$ cat src/rtl/mem_if_pkg.sv
// Shared definitions for the Wishbone-to-byte-memory bridge: FSM states,
// memory geometry and the big-endian lane/offset mapping helpers.
package mem_if_pkg;

    typedef enum logic [2:0] {
        ST_IDLE,
        ST_WRITE,
        ST_READ,
        ST_ACK,
        ST_ERR
    } state_e;

    localparam int unsigned MEM_ADR_W    = 14;
    localparam int unsigned MEM_BANK_MSB = 13;
    localparam int unsigned MEM_BANK_LSB = 11;
    localparam int unsigned LANES        = 4;

    // Byte offset 0 is sel[3] and data[31:24]; offset 3 is sel[0] and data[7:0].
    function automatic logic [3:0] lane_sel(input logic [1:0] off);
        return 4'b1000 >> off;
    endfunction

    function automatic logic [1:0] first_lane(input logic [3:0] mask);
        casez (mask)
            4'b1???: return 2'd0;
            4'b01??: return 2'd1;
            4'b001?: return 2'd2;
            default: return 2'd3;
        endcase
    endfunction

    function automatic logic [7:0] lane_byte(input logic [31:0] word, input logic [1:0] off);
        case (off)
            2'd0:    return word[31:24];
            2'd1:    return word[23:16];
            2'd2:    return word[15:8];
            default: return word[7:0];
        endcase
    endfunction

    function automatic logic [31:0] put_lane(input logic [31:0] word, input logic [1:0] off,
                                             input logic [7:0] b);
        logic [31:0] w;
        w = word;
        case (off)
            2'd0:    w[31:24] = b;
            2'd1:    w[23:16] = b;
            2'd2:    w[15:8]  = b;
            default: w[7:0]   = b;
        endcase
        return w;
    endfunction

endpackage

$ cat src/rtl/wb_mem_lane_seq.sv
// Lane sequencer: holds the not-yet-served byte lanes of a transfer and
// presents them in ascending byte-offset order.
module wb_mem_lane_seq
    import mem_if_pkg::*;
(
    input  logic       clk_i,
    input  logic       rst_i,
    input  logic       load_i,
    input  logic [3:0] mask_i,
    input  logic       adv_i,
    output logic [1:0] off_o,
    output logic       last_o
);

    logic [3:0] rem_q, rem_d;
    logic [3:0] src;

    // Loading and advancing in the same cycle consumes the first lane of the new mask.
    always_comb begin
        src    = load_i ? mask_i : rem_q;
        off_o  = first_lane(src);
        last_o = (src != 4'd0) && ((src & (src - 4'd1)) == 4'd0);
        rem_d  = rem_q;
        if (adv_i) begin
            rem_d = src & ~lane_sel(off_o);
        end else if (load_i) begin
            rem_d = src;
        end
    end

    always_ff @(posedge clk_i) begin
        if (rst_i) begin
            rem_q <= '0;
        end else begin
            rem_q <= rem_d;
        end
    end

endmodule

$ cat src/rtl/wb_mem_bridge.sv
// Wishbone classic 32-bit big-endian slave that sequences each access into
// byte-wide cycles on a 16 KB synchronous-read memory port.
module wb_mem_bridge
    import mem_if_pkg::*;
#(
    parameter logic [31:0] BASE_ADR = 32'h0000_0000
) (
    input  logic                 clk,
    input  logic                 rst,
    input  logic [31:0]          wb_adr_i,
    input  logic [31:0]          wb_dat_i,
    input  logic [3:0]           wb_sel_i,
    input  logic                 wb_we_i,
    input  logic                 wb_cyc_i,
    input  logic                 wb_stb_i,
    output logic [31:0]          wb_dat_o,
    output logic                 wb_ack_o,
    output logic                 wb_err_o,
    output logic [MEM_ADR_W-1:0] mem_adr,
    output logic [7:0]           mem_dat_o,
    input  logic [7:0]           mem_dat_i,
    output logic                 mem_we,
    output logic                 mem_en
);

    state_e                 state_q, state_d;
    logic [MEM_ADR_W-1:2]   adr_q, adr_d;
    logic [31:0]            wdat_q, wdat_d;
    logic [MEM_ADR_W-1:0]   mem_adr_q, mem_adr_d;
    logic [7:0]             mem_dat_q, mem_dat_d;
    logic                   mem_we_q, mem_we_d;
    logic                   mem_en_q, mem_en_d;
    logic [31:0]            rdat_q, rdat_d;
    logic                   ack_q, ack_d;
    logic                   err_q, err_d;
    logic                   last_q, last_d;
    logic                   drain_q, drain_d;
    logic                   rd_v_q, rd_v_d;
    logic [1:0]             rd_off_q, rd_off_d;

    logic                   seq_load, seq_adv, seq_last;
    logic [1:0]             seq_off;
    logic                   hit;
    logic                   unused_adr;

    assign unused_adr = ^wb_adr_i[1:0];
    assign hit        = (wb_adr_i[31:MEM_ADR_W] == BASE_ADR[31:MEM_ADR_W]);

    wb_mem_lane_seq u_lane_seq (
        .clk_i  (clk),
        .rst_i  (rst),
        .load_i (seq_load),
        .mask_i (wb_sel_i),
        .adv_i  (seq_adv),
        .off_o  (seq_off),
        .last_o (seq_last)
    );

    always_comb begin
        state_d   = state_q;
        adr_d     = adr_q;
        wdat_d    = wdat_q;
        mem_adr_d = mem_adr_q;
        mem_dat_d = mem_dat_q;
        mem_we_d  = mem_we_q;
        mem_en_d  = mem_en_q;
        rdat_d    = rdat_q;
        ack_d     = 1'b0;
        err_d     = 1'b0;
        last_d    = last_q;
        drain_d   = drain_q;
        rd_v_d    = rd_v_q;
        rd_off_d  = rd_off_q;
        seq_load  = 1'b0;
        seq_adv   = 1'b0;

        unique case (state_q)
            ST_IDLE: begin
                if (wb_cyc_i && wb_stb_i) begin
                    adr_d  = wb_adr_i[MEM_ADR_W-1:2];
                    wdat_d = wb_dat_i;
                    if (!hit || (wb_sel_i == 4'd0)) begin
                        err_d   = 1'b1;
                        state_d = ST_ERR;
                    end else begin
                        // The first lane goes out on the same edge the request is sampled.
                        seq_load  = 1'b1;
                        seq_adv   = 1'b1;
                        mem_en_d  = 1'b1;
                        mem_we_d  = wb_we_i;
                        mem_adr_d = {wb_adr_i[MEM_ADR_W-1:2], seq_off};
                        last_d    = seq_last;
                        drain_d   = 1'b0;
                        rd_v_d    = 1'b0;
                        if (wb_we_i) begin
                            mem_dat_d = lane_byte(wb_dat_i, seq_off);
                            state_d   = ST_WRITE;
                        end else begin
                            rdat_d  = '0;
                            state_d = ST_READ;
                        end
                    end
                end
            end

            ST_WRITE: begin
                if (!wb_cyc_i) begin
                    mem_en_d = 1'b0;
                    mem_we_d = 1'b0;
                    state_d  = ST_IDLE;
                end else if (last_q) begin
                    mem_en_d = 1'b0;
                    mem_we_d = 1'b0;
                    ack_d    = 1'b1;
                    state_d  = ST_ACK;
                end else begin
                    seq_adv   = 1'b1;
                    mem_adr_d = {adr_q, seq_off};
                    mem_dat_d = lane_byte(wdat_q, seq_off);
                    last_d    = seq_last;
                end
            end

            ST_READ: begin
                if (!wb_cyc_i) begin
                    mem_en_d = 1'b0;
                    drain_d  = 1'b0;
                    rd_v_d   = 1'b0;
                    state_d  = ST_IDLE;
                end else begin
                    // rd_v/rd_off track the lane whose byte is on mem_dat_i this cycle.
                    if (rd_v_q) begin
                        rdat_d = put_lane(rdat_q, rd_off_q, mem_dat_i);
                    end
                    rd_v_d   = !drain_q;
                    rd_off_d = mem_adr_q[1:0];
                    if (drain_q) begin
                        mem_en_d = 1'b0;
                        drain_d  = 1'b0;
                        ack_d    = 1'b1;
                        state_d  = ST_ACK;
                    end else if (last_q) begin
                        drain_d = 1'b1;
                    end else begin
                        seq_adv   = 1'b1;
                        mem_adr_d = {adr_q, seq_off};
                        last_d    = seq_last;
                    end
                end
            end

            ST_ACK:  state_d = ST_IDLE;
            ST_ERR:  state_d = ST_IDLE;
            default: state_d = ST_IDLE;
        endcase
    end

    always_ff @(posedge clk) begin
        if (rst) begin
            state_q   <= ST_IDLE;
            adr_q     <= '0;
            wdat_q    <= '0;
            mem_adr_q <= '0;
            mem_dat_q <= '0;
            mem_we_q  <= 1'b0;
            mem_en_q  <= 1'b0;
            rdat_q    <= '0;
            ack_q     <= 1'b0;
            err_q     <= 1'b0;
            last_q    <= 1'b0;
            drain_q   <= 1'b0;
            rd_v_q    <= 1'b0;
            rd_off_q  <= '0;
        end else begin
            state_q   <= state_d;
            adr_q     <= adr_d;
            wdat_q    <= wdat_d;
            mem_adr_q <= mem_adr_d;
            mem_dat_q <= mem_dat_d;
            mem_we_q  <= mem_we_d;
            mem_en_q  <= mem_en_d;
            rdat_q    <= rdat_d;
            ack_q     <= ack_d;
            err_q     <= err_d;
            last_q    <= last_d;
            drain_q   <= drain_d;
            rd_v_q    <= rd_v_d;
            rd_off_q  <= rd_off_d;
        end
    end

    assign wb_dat_o  = rdat_q;
    assign wb_ack_o  = ack_q;
    assign wb_err_o  = err_q;
    assign mem_adr   = mem_adr_q;
    assign mem_dat_o = mem_dat_q;
    assign mem_we    = mem_we_q;
    assign mem_en    = mem_en_q;

endmodule
$ cat config.mk
export PLATFORM = sky130hd
export DESIGN_NAME = wb_mem_bridge
export DESIGN_NICKNAME = d
export VERILOG_FILES = /design/src/rtl/mem_if_pkg.sv /design/src/rtl/wb_mem_lane_seq.sv /design/src/rtl/wb_mem_bridge.sv
export SDC_FILE = /design/constraint.sdc
export NUM_CORES = 1
export LEC_CHECK = 0
export ABC_CLOCK_PERIOD_IN_PS = 6700
export CAP_MARGIN = 30
export CORE_MARGIN = 2
export CORE_UTILIZATION = 50
export CTS_CLUSTER_DIAMETER = 30
export DETAILED_ROUTE_END_ITERATION = 10
export MAX_ROUTING_LAYER = met4
export PLACE_DENSITY_LB_ADDON = 0.3
export RECOVER_POWER = 25
export SLEW_MARGIN = 10
export SYNTH_ARGS = -nofsm -noshare
export SYNTH_HDL_FRONTEND = slang
export SYNTH_SLANG_ARGS = --single-unit
$ cat constraint.sdc
create_clock -name clk -period 6.7 [get_ports clk]
set_clock_uncertainty 0.05 [all_clocks]
set_input_delay 0.67 -clock clk [delete_from_list [all_inputs] [get_ports clk]]
set_output_delay 0.67 -clock clk [all_outputs]
set_load 0.02 [all_outputs]
* Word level (Yosys, flattened, before mapping) *
Cells that the tools add are included.

storage, ports and cells
  flip-flop bits (word level) = 114
  bits of input ports = 81
  output and inout port bits = 58
  word-level logic and storage cells = 153

operators by class
  add/subtract/negate cells = 1
  equal/unequal tests = 23
  shifts and indexed selects = 1
  mux-type cells = 75
  bitwise logic cells = 5
  reduce and logical (&&, ||, !) cells = 30

operator list
  operator                                                                count
  32-bit 2-to-1 mux                                                       5
  14-bit 2-to-1 mux                                                       6
  8-bit 2-to-1 mux                                                        9
  32-bit one-hot mux with 2 select lines                                  1
  8-bit one-hot mux with 3 select lines                                   2
  14-bit one-hot mux with 3 select lines                                  1
  1-bit 2-to-1 mux                                                        31
  7-bit AND reduction                                                     4
  2-bit != test (second input constant)                                   10
  18-bit zero test                                                        1
  3-bit 2-to-1 mux                                                        6
  8-bit one-hot mux with 2 select lines                                   1
  4-bit 2-to-1 mux                                                        3
  6-bit AND reduction                                                     2
  1-bit one-hot mux with 3 select lines                                   3
  3-bit one-hot mux with 3 select lines                                   1
  4-bit bitwise AND                                                       2
  4-bit zero test                                                         2
  1-bit one-hot mux with 2 select lines                                   4
  2-bit by 1-bit equality test with 1-bit output (second input constant)  3
  3-bit by 1-bit equality test with 1-bit output (second input constant)  2
  2-bit by 1-bit != test with 1-bit output (second input constant)        3
  3-bit != test (second input constant)                                   2
  2-bit one-hot mux with 3 select lines                                   1
  20 further kinds                                                        30

* Depth between registers and ports, before layout *
  depth in word-level cells = 15
  mapped depth = 11
  mapped depth without buffers = 6

* Modules after synthesis *
Synthesis repeated with hierarchy kept, for this count alone.

second synthesis, totals
  cells, all modules = 557
  area, all modules = 5281.3 sq um

modules (own cells, without submodules)
  module           instances  cells an instance  area an instance (sq um)  sequential area each (sq um)
  wb_mem_bridge    1          534                5038.6                    2202.1
  wb_mem_lane_seq  1          23                 242.7                     80.1

* Worst setup path before layout *
No wires, ideal clock.

  kind = input-to-reg
  start point = input wb_sel_i[2]
  end point = register mem_dat_q[6] (netlist: mem_dat_o[6])
  setup time = 60 ps
  arrival time = 2714 ps
  data required time = 6590 ps
  setup slack = 3876 ps
  cell stages on the path = 11
  buffers on the path = 5
  cells stage by stage = clkbuf_1 > or4_1 > and4_4 > buf_6 > and3_1 > buf_6 > or2_1 > buf_6 > buf_6 > o311ai_2 > a32o_1

between the ends
  longest elaborated chain between the ends = 14

ends and longest elaborated chain
  item                                                                                                                     RTL line               text
  start: declaration                                                                                                       wb_mem_bridge.sv:12    input logic [3:0] wb_sel_i,
  4-bit zero test                                                                                                          wb_mem_bridge.sv:82    if (!hit || (wb_sel_i == 4'd0)) begin
  1-bit logical OR                                                                                                         wb_mem_bridge.sv:82
  1-bit 2-to-1 mux                                                                                                         wb_mem_bridge.sv:82
  1-bit 2-to-1 mux                                                                                                         wb_mem_bridge.sv:79    if (wb_cyc_i && wb_stb_i) begin
  1-bit 2-to-1 mux                                                                                                         wb_mem_bridge.sv:77    unique case (state_q)
  4-bit 2-to-1 mux                                                                                                         wb_mem_lane_seq.sv:20  src = load_i ? mask_i : rem_q;
  3-bit by 1-bit equality test with 1-bit output / 2-bit by 1-bit equality test with 1-bit output (equally long branches)  mem_if_pkg.sv:24       casez (mask)
  2-bit one-hot mux with 3 select lines                                                                                    mem_if_pkg.sv:24
  2-bit equality test, or another cell as far along                                                                        mem_if_pkg.sv:33       case (off)
  8-bit one-hot mux with 3 select lines                                                                                    mem_if_pkg.sv:33
  8-bit 2-to-1 mux                                                                                                         wb_mem_bridge.sv:95    if (wb_we_i) begin
  8-bit 2-to-1 mux                                                                                                         wb_mem_bridge.sv:82
  8-bit 2-to-1 mux                                                                                                         wb_mem_bridge.sv:79
  8-bit one-hot mux with 2 select lines                                                                                    wb_mem_bridge.sv:77
  end signal: assignment                                                                                                   wb_mem_bridge.sv:179   mem_dat_q <= mem_dat_d;
  end: declaration                                                                                                         wb_mem_bridge.sv:30    logic [7:0] mem_dat_q, mem_dat_d;

Parallel ways exist; a longest one is shown, timed or not. The select of a mux whose other input is x is not followed.
A chain may end at the register's enable or synchronous reset.

* Worst setup path in the final report *
  start point = input wb_cyc_i
  end point = register mem_dat_q[0] (netlist: mem_dat_o[0])

between the ends
  longest elaborated chain between the ends = 12

ends and longest elaborated chain
  item                                                                                                                     RTL line               text
  start: declaration                                                                                                       wb_mem_bridge.sv:14    input logic wb_cyc_i,
  1-bit logical AND                                                                                                        wb_mem_bridge.sv:79
  1-bit 2-to-1 mux                                                                                                         wb_mem_bridge.sv:79
  1-bit 2-to-1 mux                                                                                                         wb_mem_bridge.sv:77
  4-bit 2-to-1 mux                                                                                                         wb_mem_lane_seq.sv:20
  3-bit by 1-bit equality test with 1-bit output / 2-bit by 1-bit equality test with 1-bit output (equally long branches)  mem_if_pkg.sv:24
  2-bit one-hot mux with 3 select lines                                                                                    mem_if_pkg.sv:24
  2-bit equality test, or another cell as far along                                                                        mem_if_pkg.sv:33
  8-bit one-hot mux with 3 select lines                                                                                    mem_if_pkg.sv:33
  8-bit 2-to-1 mux                                                                                                         wb_mem_bridge.sv:95
  8-bit 2-to-1 mux                                                                                                         wb_mem_bridge.sv:82
  8-bit 2-to-1 mux                                                                                                         wb_mem_bridge.sv:79
  8-bit one-hot mux with 2 select lines                                                                                    wb_mem_bridge.sv:77

Parallel ways exist; a longest one is shown, timed or not. The select of a mux whose other input is x is not followed.

==> impl_metrics.tcl <==
set metrics [dict create \
    globalRoute.totalOverflow 0 \
    post_cts_sizing_count 0 \
    pin_count_of_the_biggest_net_entering_global_routing 83 \
    cts.sinks 114 \
    ys_seq_elements 114 \
    numPortBuffers 136 \
    initial_antenna_violation_count 0 \
    tightestPinTransition_ns 2.08 \
    worst_hold_slack_ns 0.403 \
    layout.core_utilization_pct 71.0 \
    detail_route.drc_violations 0 \
    place_area_sq_um 6740 \
    initial_utilization_pct 51.7 \
    slew_headroom_pct -38.6 \
    drt_iter0_drc 451 \
    internal_power_mw 1.29 \
    cts-htree-levels 4 \
    yosys_most_used_dff "sky130_fd_sc_hd__dfxtp_1" \
    die_h_um 107 \
    core_outline_area_sq_um 10300 \
    root_buffer "sky130_fd_sc_hd__clkbuf_8" \
    critical_path.cell_chain "dlygate4sd3_1 > and2_0 > and4_1 > and3_1 > or2_1 > o311ai_0 > a32o_1" \
    die_area_sq_um 11500 \
    finalHoldViolations 0 \
    area_delta_synth_final_pct 37.4 \
    final_area_sq_um 7330 \
    detail-route-antenna-nets 0 \
    rsz_0062_raised_after_global_routing "no" \
    diodes 0 \
    run_status "finished, violations left" \
    violations "capacitance limit, slew limit" \
    timing.critical_path.fanout_max 18 \
    period_share_pct 54.0 \
    synthesis.area_sq_um 5330 \
    num_io_pins 139 \
    dr_vias 5574 \
    clkLatencyLatePin_ns 0.51 \
    cts.path.max_buffers 2 \
    timing.critical_path.slowest_cell_delay_ns 0.80 \
    layout_min_cycle_time_ns 3.62 \
    max-cap-violations 1 \
    globalRouteTotalUtil_pct 29.5 \
    detail_route.first_pass.iterations 5 \
    grt_pass1_wl_um 26200 \
    switching_power_share_of_the_total_pct 23.9 \
    comb_power_share_pct 7.0 \
    synthesis.nets 744 \
    critical_path.startpoint_type "input pin" \
    via_per_inst 5.99 \
    setup.worst_path.class "input pin to flip-flop" \
    cts_made_buffers 17 \
    tritoncts_clock_tree "yes" \
    dp.final_hpwl_um 11000 \
    worst-endpoint-required_ns 7.04 \
    placer_congestion 0.908 \
    cp_slowest_cell "sky130_fd_sc_hd__dlygate4sd3_1" \
    cell_type_group_with_the_largest_total_delay_on_the_critical_path "simple AND/OR/NAND/NOR gates" \
    ys_seq_area_share_pct 42.8 \
    vdd_ir_drop_max_mv 0.220 \
    critical_path_buf_inv_count 1 \
    cellLeakagePower_nw 2.82 \
    worst_hold_path_type "flip-flop to flip-flop" \
    finish.net_count 862 \
    asyncSetResetFlopFracSynth_pct 0 \
    synthesis.yosys.warnings 0 \
    power_per_cell_area_nw_per_um2 232 \
    floorplan.die.width_um 107 \
    seq_power_share_pct 41.2 \
    synth-edff-count 0 \
    synthesized_instance_count 663 \
    post_synth.cell_area_avg_sq_um 8.04 \
    p_sw_mw 0.405 \
    postCtsHoldBufs 0 \
    layout-drive-gt1-share_pct 6.17 \
    max_freq_ghz 0.276 \
    postCtsSetupBuffers 0 \
    drv_slew 45 \
    finalPower_mw 1.70 \
    timing.setup.tns_ns 0 \
    routed_wire_length_per_instance_um 17.6 \
    first_global_vias 5507 \
    report.final.setup_viol 0 \
    std_cell_rows 37 \
    detail_route.wirelength_um 16400 \
    synthDistinctLibCells 50 \
    arrival_ns 3.96 \
    setup.worst_path.end_class "flip-flop" \
    cts.clk_slew.worst_paths_ns 0.06 \
    power.share.clock_pct 51.8 \
]
-- cells by family after synthesis --
| family | count (synthesis) | synth area share, % |
|---|---|---|
| AO/OA/AOI/OAI | 211 | 24.3 |
| XOR/XNOR | 2 | 0.329 |
| buffers and inverters | 58 | 4.67 |
| flip-flops | 114 | 42.8 |
| multiplexers | 45 | 8.45 |
| AND/OR/NAND/NOR | 233 | 19.4 |
-- final cells by class --
cell class	instances	area [sq um]
sequential	114	2280
fill	808	2990
inverter	12	45.0
clock inverter	14	153
tap	136	170
multi-input combinational	491	2820
timing repair buffer	145	1430
clock buffer	18	428
-- sequential cells by signal (all words and copies together) (netlist names) --
register,cells
drain_q,1
mem_en,1
u_lane_seq.rem_q,4
rd_v_q,1
rd_off_q,2
mem_we,1
adr_q,12
wb_ack_o,1
mem_dat_o,8
last_q,1
state_q,3
mem_adr,14
wdat_q,32
wb_dat_o,32
wb_err_o,1
-- Yosys cell counts, drive strengths merged (2+ instances only) --
| cell | number | area (sq um) |
|---|---|---|
| o311ai | 9 | 86.3 |
| a211oi | 18 | 135 |
| and4 | 2 | 20.0 |
| a32o | 8 | 80.1 |
| nor2 | 63 | 236 |
| nand3 | 10 | 50.1 |
| o221ai | 2 | 30.0 |
| nand4 | 4 | 25.0 |
| dfxtp | 114 | 2280 |
| a31oi | 4 | 25.0 |
| nand2b | 5 | 31.3 |
| mux2i | 45 | 450 |
| nor3 | 8 | 40.0 |
| o211ai | 4 | 35.0 |
| buf | 6 | 53.8 |
| nor4 | 7 | 43.8 |
| xor2 | 2 | 17.5 |
| o22ai | 2 | 12.5 |
| o31ai | 9 | 67.6 |
| nand2 | 104 | 390 |
| or3 | 2 | 12.5 |
| or4 | 2 | 15.0 |
| nand3b | 2 | 15.0 |
| o21ai | 45 | 225 |
| o21a | 3 | 22.5 |
| a21oi | 100 | 500 |
| clkbuf | 40 | 150 |
| inv | 11 | 41.3 |
| nor2b | 5 | 31.3 |
| and2 | 14 | 87.6 |
-- power groups by stage --
| stage | Clock [mW] | Sequential [mW] | Combinational, mW |
|---|---|---|---|
| after global placement | 0 | 0.713 | 0.113 |
| after global routing | 0.921 | 0.701 | 0.128 |
| after floorplan | 0 | 0.712 | 0.0501 |
| after CTS | 0.888 | 0.699 | 0.117 |
| final | 0.880 | 0.700 | 0.118 |
| after detailed placement | 0 | 0.714 | 0.116 |
-- placed cells by master, fill, tap and decap left out, drive strengths merged, types with 3 or more instances in the layout --
| master | instances |
|---|---|
| nand3 | 10 |
| nor2b | 5 |
| o211ai | 4 |
| nand4 | 4 |
| a21oi | 100 |
| nand2b | 5 |
| clkinvlp | 4 |
| buf | 8 |
| nor2 | 63 |
| dlygate4sd3 | 22 |
| nor4 | 7 |
| o21ai | 45 |
| nand2 | 104 |
| a32o | 8 |
| nor3 | 8 |
| a31oi | 4 |
| clkdlybuf4s50 | 113 |
| a211oi | 18 |
| mux2i | 45 |
| clkbuf | 20 |
| o311ai | 9 |
| clkinv | 4 |
| dfxtp | 114 |
| and2 | 14 |
| inv | 16 |
| o31ai | 9 |
| o21a | 3 |
-- routing by layer --
layer	up-vias	GRT usage (%)	wire length [um]
li1	2603	-	-
met1	2609	33.1	6280
met2	314	50.0	8270
met3	48	6.60	1350
met4	0	13.6	467
met5	-	-	0
-- worst paths after layout --
check        startpoint      endpoint  slack (ns)  cells after the start
max reg2reg  state_q[0]  mem_dat_o[0]        3.32                      6
min reg2reg    adr_q[9]      adr_q[9]        0.40                      2
min            adr_q[9]      adr_q[9]        0.40                      2
max            wb_cyc_i  mem_dat_o[0]        3.08                      7
-- tightest hold or removal path: cells and delay by family, from the launching register on --
kind	cells	cell delay [ns]
DFF	1	0.31
and+or+nand+nor	1	0.05
AOI/OAI and AO/OA	1	0.05
-- per-stage QoR --
stage / instances / setup slack [ns]
6_report: 930 / 3.08
5_1_grt: 930 / 2.94
4_1_cts: 929 / 3.22
3_5_place_dp: 897 / 2.77
3_3_place_gp: 895 / 2.80
2_1_floorplan: 663 / 3.88
(Power assumes the default switching activity.)
